<file path="src/rtl/fp8_pkg.sv">
// Shared fp8 minifloat constants and encoder state type.
// Byte layout: {sign, exp[3:0] (bias 7), mant[2:0] (hidden leading one)}.
package fp8_pkg;

   localparam int FP8_EXP_BIAS = 7;
   localparam int FP8_EXP_MAX  = 14;
   localparam int FP8_EXP_W    = 4;
   localparam int FP8_MANT_W   = 3;

   localparam logic [6:0] FP8_SAT_MAG = 7'h78;
   localparam logic [7:0] FP8_ZERO    = 8'h00;

   typedef enum logic [1:0] {
      ST_IDLE  = 2'd0,
      ST_NORM  = 2'd1,
      ST_ROUND = 2'd2,
      ST_DONE  = 2'd3
   } enc_state_e;

endpackage

</file>
<file path="src/rtl/fp8_round_pack.sv">
// Round-to-nearest-even and pack of a normalised magnitude into an fp8 byte.
// The magnitude is expected with its leading one at bit IN_W-1; pos is the
// unbiased exponent of that bit. An unnormalised (zero) magnitude packs to 0x00.
module fp8_round_pack
   import fp8_pkg::*;
#(
   parameter int IN_W  = 12,
   parameter int POS_W = 4
) (
   input  logic [IN_W-1:0]  mag,
   input  logic [POS_W-1:0] pos,
   input  logic             sign,
   output logic [7:0]       fp8_byte
);

   // Bits below the guard bit; empty (all-zero mask) when IN_W is 5.
   localparam logic [IN_W-1:0] STICKY_MASK = IN_W'((1 << (IN_W - 5)) - 1);

   logic [FP8_MANT_W-1:0] mant_trunc;
   logic                  guard;
   logic                  sticky;
   logic                  round_up;
   logic [FP8_MANT_W:0]   mant_sum;
   logic [5:0]            exp_full;

   // Round, propagate mantissa carry into the exponent, saturate above the top normal exponent.
   always_comb begin
      mant_trunc = mag[IN_W-2 -: FP8_MANT_W];
      guard      = mag[IN_W-5];
      sticky     = |(mag & STICKY_MASK);
      round_up   = guard & (sticky | mant_trunc[0]);
      mant_sum   = {1'b0, mant_trunc} + {{FP8_MANT_W{1'b0}}, round_up};
      exp_full   = 6'(pos) + 6'(FP8_EXP_BIAS) + {5'b0, mant_sum[FP8_MANT_W]};
      if (!mag[IN_W-1]) begin
         fp8_byte = FP8_ZERO;
      end else if (exp_full > 6'(FP8_EXP_MAX)) begin
         fp8_byte = {sign, FP8_SAT_MAG};
      end else begin
         fp8_byte = {sign, exp_full[FP8_EXP_W-1:0], mant_sum[FP8_MANT_W-1:0]};
      end
   end

endmodule

</file>
<file path="src/rtl/fp8_int_encoder.sv">
// Signed integer to fp8 minifloat encoder. Normalises one bit per cycle,
// then spends one cycle rounding/packing; valid/ready on both sides.
//
//   state    | meaning
//   ---------+--------------------------------------------------------
//   ST_IDLE  | waiting for an input; in_ready high while ena
//   ST_NORM  | shifting mag left until its msb is set, tracking pos
//   ST_ROUND | round/pack the normalised magnitude into out_data
//   ST_DONE  | presenting out_data until the consumer takes it
module fp8_int_encoder
   import fp8_pkg::*;
#(
   parameter int IN_W = 12
) (
   input  logic            clk,
   input  logic            rst_n,
   input  logic            ena,
   input  logic            in_valid,
   output logic            in_ready,
   input  logic [IN_W-1:0] in_data,
   output logic            out_valid,
   input  logic            out_ready,
   output logic [7:0]      out_data
);

   localparam int POS_W = $clog2(IN_W);

   enc_state_e       state;
   enc_state_e       state_nxt;
   logic             sign;
   logic [IN_W-1:0]  mag;
   logic [IN_W-1:0]  in_mag;
   logic [POS_W-1:0] pos;
   logic [7:0]       round_byte;
   logic             accept;

   assign in_ready = ena && (state == ST_IDLE);
   assign accept   = in_valid && in_ready;
   // Unsigned view makes the most negative input exact: |-2^(IN_W-1)| = 2^(IN_W-1).
   assign in_mag   = in_data[IN_W-1] ? (~in_data + 1'b1) : in_data;

   fp8_round_pack #(
      .IN_W  (IN_W),
      .POS_W (POS_W)
   ) u_round_pack (
      .mag      (mag),
      .pos      (pos),
      .sign     (sign),
      .fp8_byte (round_byte)
   );

   // State register.
   always_ff @(posedge clk or negedge rst_n) begin
      if (!rst_n) begin
         state <= ST_IDLE;
      end else if (ena) begin
         state <= state_nxt;
      end
   end

   // Next-state decode.
   always_comb begin
      state_nxt = state;
      case (state)
         ST_IDLE:  if (accept) state_nxt = (in_mag == '0) ? ST_DONE : ST_NORM;
         ST_NORM:  if (mag[IN_W-1]) state_nxt = ST_ROUND;
         ST_ROUND: state_nxt = ST_DONE;
         ST_DONE:  if (out_valid && out_ready) state_nxt = ST_IDLE;
         default:  state_nxt = ST_IDLE;
      endcase
   end

   // Datapath: operand capture, normalising shift, result register and out_valid.
   always_ff @(posedge clk or negedge rst_n) begin
      if (!rst_n) begin
         sign      <= 1'b0;
         mag       <= '0;
         pos       <= '0;
         out_data  <= FP8_ZERO;
         out_valid <= 1'b0;
      end else if (ena) begin
         case (state)
            ST_IDLE: begin
               if (accept) begin
                  sign <= in_data[IN_W-1];
                  mag  <= in_mag;
                  pos  <= POS_W'(IN_W - 1);
                  if (in_mag == '0) out_data <= FP8_ZERO;
               end
            end
            ST_NORM: begin
               if (!mag[IN_W-1]) begin
                  mag <= mag << 1;
                  pos <= pos - 1'b1;
               end
            end
            ST_ROUND: begin
               out_data  <= round_byte;
               out_valid <= 1'b1;
            end
            ST_DONE: begin
               // The zero shortcut enters DONE with out_valid low; raise it one cycle later.
               if (!out_valid) begin
                  out_valid <= 1'b1;
               end else if (out_ready) begin
                  out_valid <= 1'b0;
               end
            end
            default: ;
         endcase
      end
   end

endmodule

</file>
<file path="config.mk">
export PLATFORM = sky130hd
export DESIGN_NAME = fp8_int_encoder
export DESIGN_NICKNAME = d
export VERILOG_FILES = /design/src/rtl/fp8_pkg.sv /design/src/rtl/fp8_round_pack.sv /design/src/rtl/fp8_int_encoder.sv
export SDC_FILE = /design/constraint.sdc
export NUM_CORES = 1
export LEC_CHECK = 0
export CAP_MARGIN = 30
export CORE_ASPECT_RATIO = 1.1
export CORE_MARGIN = 4
export CORE_UTILIZATION = 55
export DETAILED_ROUTE_END_ITERATION = 10
export PLACE_DENSITY = 0.81
export SYNTH_ARGS = -nofsm -noshare
export SYNTH_HDL_FRONTEND = slang
export SYNTH_SLANG_ARGS = --single-unit
</file>
<file path="constraint.sdc">
create_clock -name clk -period 2.26 [get_ports clk]
set_input_delay 0.452 -clock clk [delete_from_list [all_inputs] [get_ports clk]]
set_output_delay 0.452 -clock clk [all_outputs]
set_load 0.01 [all_outputs]
</file>
Yosys cells after proc, flatten, opt, wreduce, memory -nomap -nowiden
Cells that the tools add are included.
- add/subtract/negate cells: 5
- order comparisons: 1
- equality and inequality tests: 8
- mux-type cells: 20
- bitwise operators: 3
- reduce and logical (&&, ||, !) cells: 15
- operator list (kind ; count):
    $mux W12 ; 3
    $mux W8 ; 3
    $pmux W12 S2 ; 1
    $pmux W8 S2 ; 1
    $add A12 B1 Y12 const B ; 1
    $logic_not A12 Y1 ; 1
    $not A12 Y12 ; 1
    $reduce_and A4 Y1 ; 3
    $mux W2 ; 4
    $mux W4 ; 2
    $ne A2 B2 Y1 const B ; 4
    $pmux W2 S4 ; 1
    $pmux W4 S2 ; 1
    $mux W7 ; 1
    $reduce_or A7 Y1 ; 1
    $add A6 B1 Y6 ; 1
    $gt A6 B4 Y1 const B ; 1
    $reduce_and A3 Y1 ; 2
    $reduce_bool A2 Y1 ; 3
    $add A4 B3 Y5 const B ; 1
    $add A3 B1 Y4 ; 1
    $eq A2 B2 Y1 const B ; 2
    $sub A4 B1 Y4 const B ; 1
    $logic_and A1 B1 Y1 ; 3
    8 further kinds ; 9
- flip-flop bits (word level): 28
- output and inout port bits: 10

Logic depth before layout (Yosys ltp)
- depth after elaboration: 9
- gate-level depth with buffers: 11
- gate-level depth less buffers: 11

Modules after synthesis
A second synthesis with hierarchy kept.
- cell total of the unflattened synthesis: 241
- area total of the unflattened synthesis: 2120.8 um2
- by module, submodules not included (module ; times used ; cells each ; area each (um2)):
    fp8_int_encoder ; 1 ; 210 ; 1913.1
    fp8_round_pack ; 1 ; 31 ; 207.7

Worst setup path after synthesis
No wires, ideal clock.
- path type: input to register
- start point: input port in_data[0]
- end point: register out_data[3]
- library setup time: 125 ps
- arrival time: 2517 ps
- data required time: 2135 ps
- slack: -382 ps
- stages: 9
- path buffers: 0
- cells stage by stage: inv_1 -> ha_1 -> or3b_4 -> or3_4 -> mux2i_1 -> a31o_2 -> nand4b_4 -> a21oi_4 -> mux2_4
- word-level cells in the longest chain between the ends: 6
- RTL lines (item ; RTL line ; source):
    start, declared ; fp8_int_encoder.sv:20 ; input logic [IN_W-1:0] in_data,
    $not A12 Y12 ; fp8_int_encoder.sv:40 ; assign in_mag = in_data[IN_W-1] ? (~in_data + 1'b1) : in_data;
    $add A12 B1 Y12 ; fp8_int_encoder.sv:40 ;
    $mux W12 * ; fp8_int_encoder.sv:40 ;
    $logic_not A12 Y1 * ; fp8_int_encoder.sv:88 ; if (in_mag == '0) out_data <= FP8_ZERO;
    $ne A2 B1 Y1 (no line) * ; n/a ;
    $reduce_and A4 Y1 (no line) * ; n/a ;
    end signal, assigned ; fp8_int_encoder.sv:98 ; out_data <= round_byte;
    end, declared ; fp8_int_encoder.sv:23 ; output logic [7:0] out_data
Every way passes the cells marked *; elsewhere a longest branch is shown, timed or not.
A chain may end at the register's enable or synchronous reset.

Final worst setup path
- start point: input port in_data[0]
- end point: register out_data[5]
Same word-level chain as after synthesis.

==> run metrics <==
distinct cell type count after synthesis=46; Crit-path slowest cell=or4_4; Cells after Synth=221; Post-Route WL=5190 um; clock buffer depth=2; die area=approximately 4600 um2; DR WL/cell=15.3 um; Die Y=70.8 um; Post-Syn Area=1970 um2; CP arrival=2.60 ns; Overflow after GRT=0; outcome=finished, violations left; most common cell after layout, fill and taps aside=buf_4; Remaining DRCs=0; headroom to the max-slew limit=0.642; Seq/Total Area, Yosys=0.355; layout cells sized above 1=0.276; diode count=0; violated checks=negative setup slack; Clock Tree Root=clkbuf_4; chip width=65.1 um; RSZ-0062 raised after global routing=true; CORE AREA=3390 um2; Max Cap Viol=0; Initial Util=0.582; synth warn=0; hold buffer count at CTS=0; maximum net fanout on the critical path=6; Final Hold Violating Endpoints=0; switching power of the nets=0.00109 W; Area Growth Syn to Fin=40.5%; hold crit path type=input port to asynchronous set/reset pin; Reg clk slew, reported paths=about 0.14 ns; crit start category=input port; Num CTS Buffers=3; delay-heaviest family, CP=simple AND/OR/NAND/NOR gates; drt first pass iters=4; worst hold margin=0.498 ns; CP Capture Type=flip-flop; DR vias=1889; FF+latch count, synth=28; total track usage=0.240; Highest Clock Rate=around 420 MHz; Post-Route Skew=roughly 0.0052 ns; H-tree lvl count=1; P_leak=about 1.3 nW; Worst-Margin Slew=roughly 0.54 ns; clock network power share=0.079; Skew-Pair Late Insertion Delay=roughly 0.33 ns; first-pass GRT wire length=about 8800 um; IO Count=27; Synth async-reset ratio=1.00; fin crit share=1.05; Mapped Avg Cell Area=around 8.9 um2; initial antenna violation count=0; ys flop type=dfrtp_1; Buffers & Inverters on Critical Path=3; number of flops mapped to enable cells by yosys=0; Power Dens Cells=941 nW/um2; combinational share of power=0.587; sequential share of power=0.334; worst stage delay on the critical path=0.57 ns; pin count of the biggest net entering global routing=29; setup ws final=-0.114 ns; Setup Crit Path Kind=input port to flip-flop; PortBufs=26; CP Data Required Time=2.49 ns; vias in the first global route=1939; most frequent cells in the layout=buf_4, nand2_1, dfrtp_1, o21ai_0, clkdlybuf4s50_1; Final Slew Violations=0; Synth Net Count=between 200 and 250; HPWL Detailed=3560 um; crit path time final=2.37 ns; maximum vdd drop=0.787 mV; CTS tree=yes; CTS Sinks=28; Filler cells=225; Routed Antenna Nets=0; critical path, cell by cell=buf_8 > buf_4 > or4_4 > o31ai_4 > xor2_1 > nand2_1 > nand4b_4 > a21oi_4 > buf_12 > mux2_4; Final Power=~0.0026 W; vias per cell=between 5 and 6; setup violators final=8; GP Congestion=0.897; row count=22; 1st-iter DRT viols=78; Sw Share=0.417; final net count=318; Internal=0.00152 W
[sequential cells by signal (all words and copies together) (netlist names)]
name,cells
pos,4
state,2
out_valid,1
out_data,8
sign,1
mag,12
[final timing paths]
check,depth (start not counted),endpoint,slack (ns),from
max,10,out_data[5],-0.11,in_data[0]
min,2,pos[3],0.50,rst_n
max reg2reg,8,out_data[5],0.14,state[0]
min reg2reg,2,mag[6],0.53,mag[6]
max in group asynchronous,2,mag[0],1.50,rst_n
min in group clk,2,mag[6],0.53,mag[6]
[logic make-up (layout without fill, tap and decap cells)]
group           count (synthesis)  count (layout)  synth area share
compound gates                 52              52             0.169
flops                          28              28             0.355
mux                            14              14            0.0844
xor+xnor                       14              14            0.0622
buf+inv                        25              94            0.0482
simple gates                   79              79             0.223
fa+ha+maj                       9               9            0.0571
[synth_stat cells (all sizes together), types with 7 or more instances]
| cell type | count | area, um2 |
|---|---|---|
| dfrtp | 28 | 701 |
| nand2 | 28 | 105 |
| o21ai | 22 | 114 |
| inv | 16 | 60.1 |
| nor2 | 14 | 52.6 |
| ha | 9 | 113 |
| a21oi | 8 | 51.3 |
| a31oi | 8 | 50.1 |
| mux2i | 8 | 80.1 |
| xnor2 | 8 | 70.1 |
| clkbuf | 7 | 26.3 |
| nor3 | 7 | 35.0 |
[per-layer routing]
metal / share of wire / global-route usage / vias up / routed length [um]
met5: 0 / 0 / - / 0
met1: 0.40 / 0.289 / 909 / 2050
met2: 0.54 / 0.438 / 47 / 2810
li1: - / - / 920 / -
met4: 0.027 / 0.0968 / 0 / 142
met3: 0.034 / 0.0206 / 13 / 176
[layout make-up]
cell class | count | area, um2 | share of cell area
clock buffer | 3 | 22.5 | 0.00813
tap | 48 | 60.1 | 0.0217
timing repair buffer | 74 | 659 | 0.238
sequential | 28 | 701 | 0.253
multi-input combinational | 168 | 1240 | 0.447
inverter | 17 | 88.8 | 0.0321
[stage by stage]
step           cell area (um2)  setup WS [ns]  instances  utilization  TNS (ns)
3_3_place_gp              2590         -0.945        324        0.765    -10.27
4_1_cts                   2730         -0.113        337        0.806    -0.686
3_5_place_dp              2590          -1.06        324        0.765    -11.36
6_report                  2770         -0.114        338        0.818    -0.675
5_1_grt                   2770         -0.160        338        0.818     -1.25
2_1_floorplan             2010         -0.313        221            -     -2.02
[power by group through the flow]
stage          registers, W  logic [W]  clock network, W
2_1_floorplan      0.000867   0.000870                 0
3_3_place_gp       0.000875    0.00135                 0
3_5_place_dp       0.000887    0.00139                 0
4_1_cts            0.000869    0.00147          0.000209
5_1_grt            0.000903    0.00169          0.000230
6_report           0.000870    0.00153          0.000207
[repair_timing]
item | 4_1_cts | 5_1_grt
pin swaps | 7 | 6
buffers inserted | 10 | 1
endpoints found under the hold margin | 0 | 0
resized for setup | 32 | 6
setup endpoints to repair | 13 | 10
No activity file was read; power rests on OpenSTA's default activity.
